**src/rtl/wb_irq_dispatcher_pkg.sv**
```systemverilog
// Shared types and helpers for the Wishbone interrupt dispatcher.
package wb_irq_dispatcher_pkg;

    typedef enum logic [2:0] {
        ST_IDLE,
        ST_RD_ISR,
        ST_DECODE,
        ST_DISPATCH,
        ST_WR_ACK,
        ST_HOLDOFF
    } state_e;

    localparam int VEC_W  = 5;
    localparam int SPUR_W = 8;

    function automatic logic [VEC_W-1:0] f_lowest_set(input logic [31:0] mask);
        logic [VEC_W-1:0] idx;
        logic             found;
        idx   = '0;
        found = 1'b0;
        for (int i = 0; i < 32; i++) begin
            if (mask[i] && !found) begin
                idx   = VEC_W'(i);
                found = 1'b1;
            end
        end
        return idx;
    endfunction

endpackage

```
**src/rtl/wb_irq_dispatcher_irq_prio_enc.sv**
```systemverilog
// Combinational lowest-set-bit encoder over the masked ISR snapshot.
module irq_prio_enc
    import wb_irq_dispatcher_pkg::*;
#(
    parameter int g_num_irqs = 4
) (
    input  logic [g_num_irqs-1:0] mask_i,
    output logic [VEC_W-1:0]      idx_o,
    output logic                  any_o
);

    logic [31:0] mask_ext;

    always_comb begin
        mask_ext                 = '0;
        mask_ext[g_num_irqs-1:0] = mask_i;
    end

    assign idx_o = f_lowest_set(mask_ext);
    assign any_o = |mask_i;

endmodule

```
**src/rtl/wb_irq_dispatcher.sv**
```systemverilog
// Wishbone master that reads the EIC ISR, hands out the lowest pending source
// as a vector, and clears it by writing a one-hot mask once the handler is done.
module wb_irq_dispatcher
    import wb_irq_dispatcher_pkg::*;
#(
    parameter int g_num_irqs   = 4,
    parameter int g_addr_width = 2,
    parameter int g_isr_addr   = 3,
    parameter int g_timeout    = 255,
    parameter int g_holdoff    = 2
) (
    input  logic                    wb_clk_i,
    input  logic                    rst_n_i,
    input  logic                    irq_i,
    input  logic                    enable_i,
    output logic [g_addr_width-1:0] wbm_adr_o,
    output logic [31:0]             wbm_dat_o,
    input  logic [31:0]             wbm_dat_i,
    output logic                    wbm_cyc_o,
    output logic                    wbm_stb_o,
    output logic                    wbm_we_o,
    output logic [3:0]              wbm_sel_o,
    input  logic                    wbm_ack_i,
    output logic                    vec_valid_o,
    output logic [VEC_W-1:0]        vec_o,
    input  logic                    done_i,
    output logic                    err_o,
    output logic [SPUR_W-1:0]       spur_cnt_o
);

    localparam logic [g_addr_width-1:0] ISR_ADR = g_addr_width'(g_isr_addr);

    state_e                  state_q;
    logic                    cyc_q;
    logic                    we_q;
    logic [31:0]             wdat_q;
    logic [g_num_irqs-1:0]   isr_q;
    logic [VEC_W-1:0]        vec_q;
    logic                    vvalid_q;
    logic                    err_q;
    logic [SPUR_W-1:0]       spur_q;
    logic [31:0]             tmo_q;
    logic [31:0]             hold_q;

    logic [VEC_W-1:0]        enc_idx;
    logic                    enc_any;
    logic                    tmo_hit;
    logic                    unused_dat;

    // Bits above g_num_irqs are deliberately dropped when the ISR is captured.
    assign unused_dat = ^wbm_dat_i;

    irq_prio_enc #(
        .g_num_irqs (g_num_irqs)
    ) u_enc (
        .mask_i (isr_q),
        .idx_o  (enc_idx),
        .any_o  (enc_any)
    );

    assign tmo_hit = (g_timeout != 0) && (tmo_q == 32'(g_timeout - 1));

    always_ff @(posedge wb_clk_i) begin
        if (!rst_n_i) begin
            state_q  <= ST_IDLE;
            cyc_q    <= 1'b0;
            we_q     <= 1'b0;
            wdat_q   <= '0;
            isr_q    <= '0;
            vec_q    <= '0;
            vvalid_q <= 1'b0;
            err_q    <= 1'b0;
            spur_q   <= '0;
            tmo_q    <= '0;
            hold_q   <= '0;
        end else begin
            err_q <= 1'b0;
            case (state_q)
                ST_IDLE: begin
                    if (irq_i && enable_i) begin
                        state_q <= ST_RD_ISR;
                        tmo_q   <= '0;
                    end
                end
                // The cycle after entry raises cyc/stb; the ack is honoured only once they are up.
                ST_RD_ISR: begin
                    if (!cyc_q) begin
                        cyc_q <= 1'b1;
                        we_q  <= 1'b0;
                        tmo_q <= '0;
                    end else if (wbm_ack_i) begin
                        cyc_q   <= 1'b0;
                        isr_q   <= wbm_dat_i[g_num_irqs-1:0];
                        state_q <= ST_DECODE;
                    end else if (tmo_hit) begin
                        cyc_q   <= 1'b0;
                        err_q   <= 1'b1;
                        state_q <= ST_IDLE;
                    end else begin
                        tmo_q <= tmo_q + 32'd1;
                    end
                end
                ST_DECODE: begin
                    if (enc_any) begin
                        vec_q    <= enc_idx;
                        vvalid_q <= 1'b1;
                        state_q  <= ST_DISPATCH;
                    end else begin
                        if (spur_q != {SPUR_W{1'b1}}) begin
                            spur_q <= spur_q + 1'b1;
                        end
                        state_q <= ST_IDLE;
                    end
                end
                ST_DISPATCH: begin
                    if (done_i) begin
                        vvalid_q <= 1'b0;
                        wdat_q   <= 32'd1 << vec_q;
                        tmo_q    <= '0;
                        state_q  <= ST_WR_ACK;
                    end
                end
                ST_WR_ACK: begin
                    if (!cyc_q) begin
                        cyc_q <= 1'b1;
                        we_q  <= 1'b1;
                        tmo_q <= '0;
                    end else if (wbm_ack_i) begin
                        cyc_q   <= 1'b0;
                        we_q    <= 1'b0;
                        hold_q  <= '0;
                        state_q <= (g_holdoff == 0) ? ST_IDLE : ST_HOLDOFF;
                    end else if (tmo_hit) begin
                        cyc_q   <= 1'b0;
                        we_q    <= 1'b0;
                        err_q   <= 1'b1;
                        state_q <= ST_IDLE;
                    end else begin
                        tmo_q <= tmo_q + 32'd1;
                    end
                end
                // Gives the EIC time to drop irq after the clearing write.
                ST_HOLDOFF: begin
                    if (hold_q == 32'(g_holdoff - 1)) begin
                        state_q <= ST_IDLE;
                    end else begin
                        hold_q <= hold_q + 32'd1;
                    end
                end
                default: begin
                    state_q <= ST_IDLE;
                    cyc_q   <= 1'b0;
                    we_q    <= 1'b0;
                end
            endcase
        end
    end

    assign wbm_adr_o   = cyc_q ? ISR_ADR : '0;
    assign wbm_dat_o   = wdat_q;
    assign wbm_cyc_o   = cyc_q;
    assign wbm_stb_o   = cyc_q;
    assign wbm_we_o    = we_q;
    assign wbm_sel_o   = 4'hf;
    assign vec_valid_o = vvalid_q;
    assign vec_o       = vec_q;
    assign err_o       = err_q;
    assign spur_cnt_o  = spur_q;

endmodule

```
**config.mk**
```make
export PLATFORM = sky130hd
export DESIGN_NAME = wb_irq_dispatcher
export DESIGN_NICKNAME = d
export VERILOG_FILES = /design/src/rtl/wb_irq_dispatcher_pkg.sv /design/src/rtl/wb_irq_dispatcher_irq_prio_enc.sv /design/src/rtl/wb_irq_dispatcher.sv
export SDC_FILE = /design/constraint.sdc
export NUM_CORES = 1
export LEC_CHECK = 0
export ABC_AREA = 1
export CELL_PAD_IN_SITES_DETAIL_PLACEMENT = 1
export CELL_PAD_IN_SITES_GLOBAL_PLACEMENT = 1
export CORE_MARGIN = 4
export CORE_UTILIZATION = 34
export DETAILED_ROUTE_END_ITERATION = 10
export GPL_TIMING_DRIVEN = 0
export PLACE_DENSITY_LB_ADDON = 0.2
export SLEW_MARGIN = 5
export SYNTH_ARGS = -nofsm -noshare
export SYNTH_HDL_FRONTEND = slang
export SYNTH_SLANG_ARGS = --single-unit
```
**constraint.sdc**
```tcl
create_clock -name wb_clk_i -period 1.8 [get_ports wb_clk_i]
set_clock_uncertainty 0.2 [all_clocks]
set_input_delay 0.18 -clock wb_clk_i [delete_from_list [all_inputs] [get_ports wb_clk_i]]
set_output_delay 0.18 -clock wb_clk_i [all_outputs]
set_load 0.01 [all_outputs]
```
==> metrics.txt <==
site row count=49; Hold Crit Start=wbm_dat_i[2]; Final min period=1.97 ns; post-detail-place hpwl=16100 um; Req. time, crit path=1.89 ns; total global-route track usage=23.2%; initial antenna violation count=0; WHS Endpoint=isr_q[2]; critical path fanouts, max=5; Layout area overhead=46.8%; CORE AREA=18000 um2; pin count of the biggest net entering global routing=19; Clock Pin Slew Worst Setup and Hold Paths=0.08 ns; max-slew violations=0; GP Congestion=0.891; final hold vios=0; Final Instance Count excl. Fillers=1441; top cells by area, synth=dfxtp_1, nand2_1, nor2_1, nand3_1, inv_1; Initial DRC Count=408; CP startpoint kind=flip-flop; critical path's top delay family=simple AND/OR/NAND/NOR gates; Final ANT Viol Nets=0; RSZ-0062 raised after global routing=yes; leading cell type in the layout, fill and taps excluded=nand2_1; FMAX=0.508 GHz; vias after detailed routing=7568; Yosys top cell area share=28.7%; CTS sink cnt=89; cts bufs inserted=9; number of H-tree levels=3; final net count=1250; global route overflow=0; Slowest-stage cell, CP=dfxtp_4; worst-skew pair later-pin latency=0.36 ns; worst flop-to-flop path startpoint=state_q[2]; Ys Warns=0; Pre-antenna DRT Iters=5; detailed-route DRC error count=0; Critical path buffers and inverters=3; average vias per placed instance=5.25; worst min-delay path category=primary input to flip-flop; WL final=26800 um; I/O pin count=94; capturing point of the worst reg2reg path=tmo_q[11]; Seq cells post-synth=89; Setup-failing EPs final=66; share of layout cells above drive strength 1=36.2%; antenna cell count=0; Mapped Area=6210 um2; post-synth cell types=39; WS Path Type=flip-flop to flip-flop; Die X=143 um; failing checks=negative setup slack; CTS tree=done; Die ar.=20500 um2; footprint of the multi-input gates=4570 um2; register area=1890 um2; crit-path cells=nor3_2, nand2_1, nand2_4, nor2_4, buf_12, nand2_8, buf_12, buf_8, nand2_1, a21oi_2; Port Buffer Count=30; CP Capture Type=flip-flop; Final WS setup=-0.170 ns; Die Ht=143 um; fillcell total=2314; Worst Hold Depth=3; vias in the first global route=7222; Initial Util=34.5%; Layout Cell Area excl Fill=9110 um2; period utilisation layout=109%; worst hold-check slack=0.232 ns; Worst Reg-to-Reg Cells=10; number of flops mapped to enable cells by yosys=0; Worst slew margin=57.5%; CTS max path bufs=2; Top FF cell, synth=dfxtp_1; Pwr Density=653 nW/um2; # hold bufs at CTS=0; CTS root buffer=clkbuf_16; Max-Cap Viols=0; WP data arrival=2.06 ns; delay of the slowest cell on the worst path=0.39 ns; most frequent cells in the layout=nand2_1, nand3_1, nor2_1, buf_4, inv_1; Placed Area=6920 um2; Post-synth ARST share=0%; first-pass GRT wire length=37700 um; VDD IR-drop max=0.531 mV; status=complete, but fails checks; average size of a mapped cell=5.88 um2; R2R Setup Slk=-0.17 ns; # placed instances=1347; Seq/Total Area, Yosys=28.7%; cell taking the most area after synthesis=dfxtp_1; Slew @ Worst Pin=0.638 ns; leak pwr=3.62 nW; post-synthesis instance total=1055; Avg WL per Cell=18.6 um
[cell usage after synthesis, drive strengths merged (3+ instances only)]
| cell type | number |
|---|---|
| nand2 | 328 |
| nor2 | 172 |
| nand3 | 121 |
| inv | 119 |
| dfxtp | 89 |
| a21oi | 73 |
| buf | 56 |
| o21ai | 27 |
| nor3 | 21 |
| nand4 | 14 |
| clkbuf | 8 |
| ha | 5 |
| nand3b | 4 |
| nor4 | 4 |
| xor2 | 3 |
[state kept, by name, indices dropped and copies added (netlist names)]
signal,count
vec_o,2
isr_q,4
wbm_cyc_o,1
wbm_we_o,1
vec_valid_o,1
spur_cnt_o,8
wbm_dat_o,4
tmo_q,32
hold_q,32
state_q,3
err_o,1
[final cells by class]
class | count | share of cell area (%)
Buffer | 64 | 5.74
Clock buffer | 9 | 2.47
Clock inverter | 7 | 0.783
Inverter | 119 | 5.25
Multi-Input combinational cell | 816 | 50.2
Sequential cell | 89 | 20.8
Tap cell | 229 | 3.14
Timing Repair Buffer | 108 | 11.7
[metrics by stage]
step / power, mW / setup slack, ns / TNS, ns / util [%]
finish: 5.95 / -0.170 / -6.07 / 50.7
global route: 6.17 / -0.266 / -12.21 / 50.7
CTS: 5.68 / -0.109 / -3.43 / 46.7
detailed placement: 3.15 / -0.867 / -53.46 / 38.5
global placement: 3.15 / -0.836 / -49.33 / 38.5
floorplan: 2.81 / 0.0166 / 0 / -
[worst reg2reg max path: stages, from the launching register on]
cell	delay [ns]
dfxtp_4	0.39
nor3_2	0.28
nand2_1	0.14
nand2_4	0.12
nor2_4	0.06
buf_12	0.15
nand2_8	0.11
buf_12	0.13
buf_8	0.12
nand2_1	0.07
a21oi_2	0.12
[what timing repair did]
item,4_1_cts,5_1_grt
gates cloned,7,0
pin swaps,47,51
setup buffers,52,19
endpoints found under the setup margin,92,80
gates resized for setup,219,174
[metal layers]
metal	wire [um]	track usage (%)
met4	830	7.25
met3	1290	3.32
met2	13000	38.4
met5	0	0
met1	11700	31.4
[where the power goes]
part	total [mW]	switching, mW	internal, mW
sequential	2.05	0.0594	1.99
clock	1.97	0.986	0.981
combinational	1.93	1.09	0.847
total	5.95	2.13	3.82
[logic make-up after synthesis]
kind of cell	share of synthesized area, %
xor+xnor	0.565
flops	28.7
buf+inv	14.3
other cells	0.121
simple gates	46.3
compound gates	9.03
fa+ha+maj	1.01
[worst max-delay path by stage]
| stage | to | slack [ns] | startpoint | depth (start not counted) |
|---|---|---|---|---|
| after floorplan | tmo_q[20] | 0.02 | tmo_q[1] | 12 |
| after global placement | hold_q[29] | -0.84 | rst_n_i | 5 |
| after detailed placement | tmo_q[1] | -0.87 | rst_n_i | 5 |
| after CTS | tmo_q[19] | -0.11 | tmo_q[11] | 14 |
| after global routing | tmo_q[19] | -0.27 | state_q[2] | 11 |
| final | tmo_q[11] | -0.17 | state_q[2] | 10 |
Note: power is estimated with default switching activity, not from simulation.
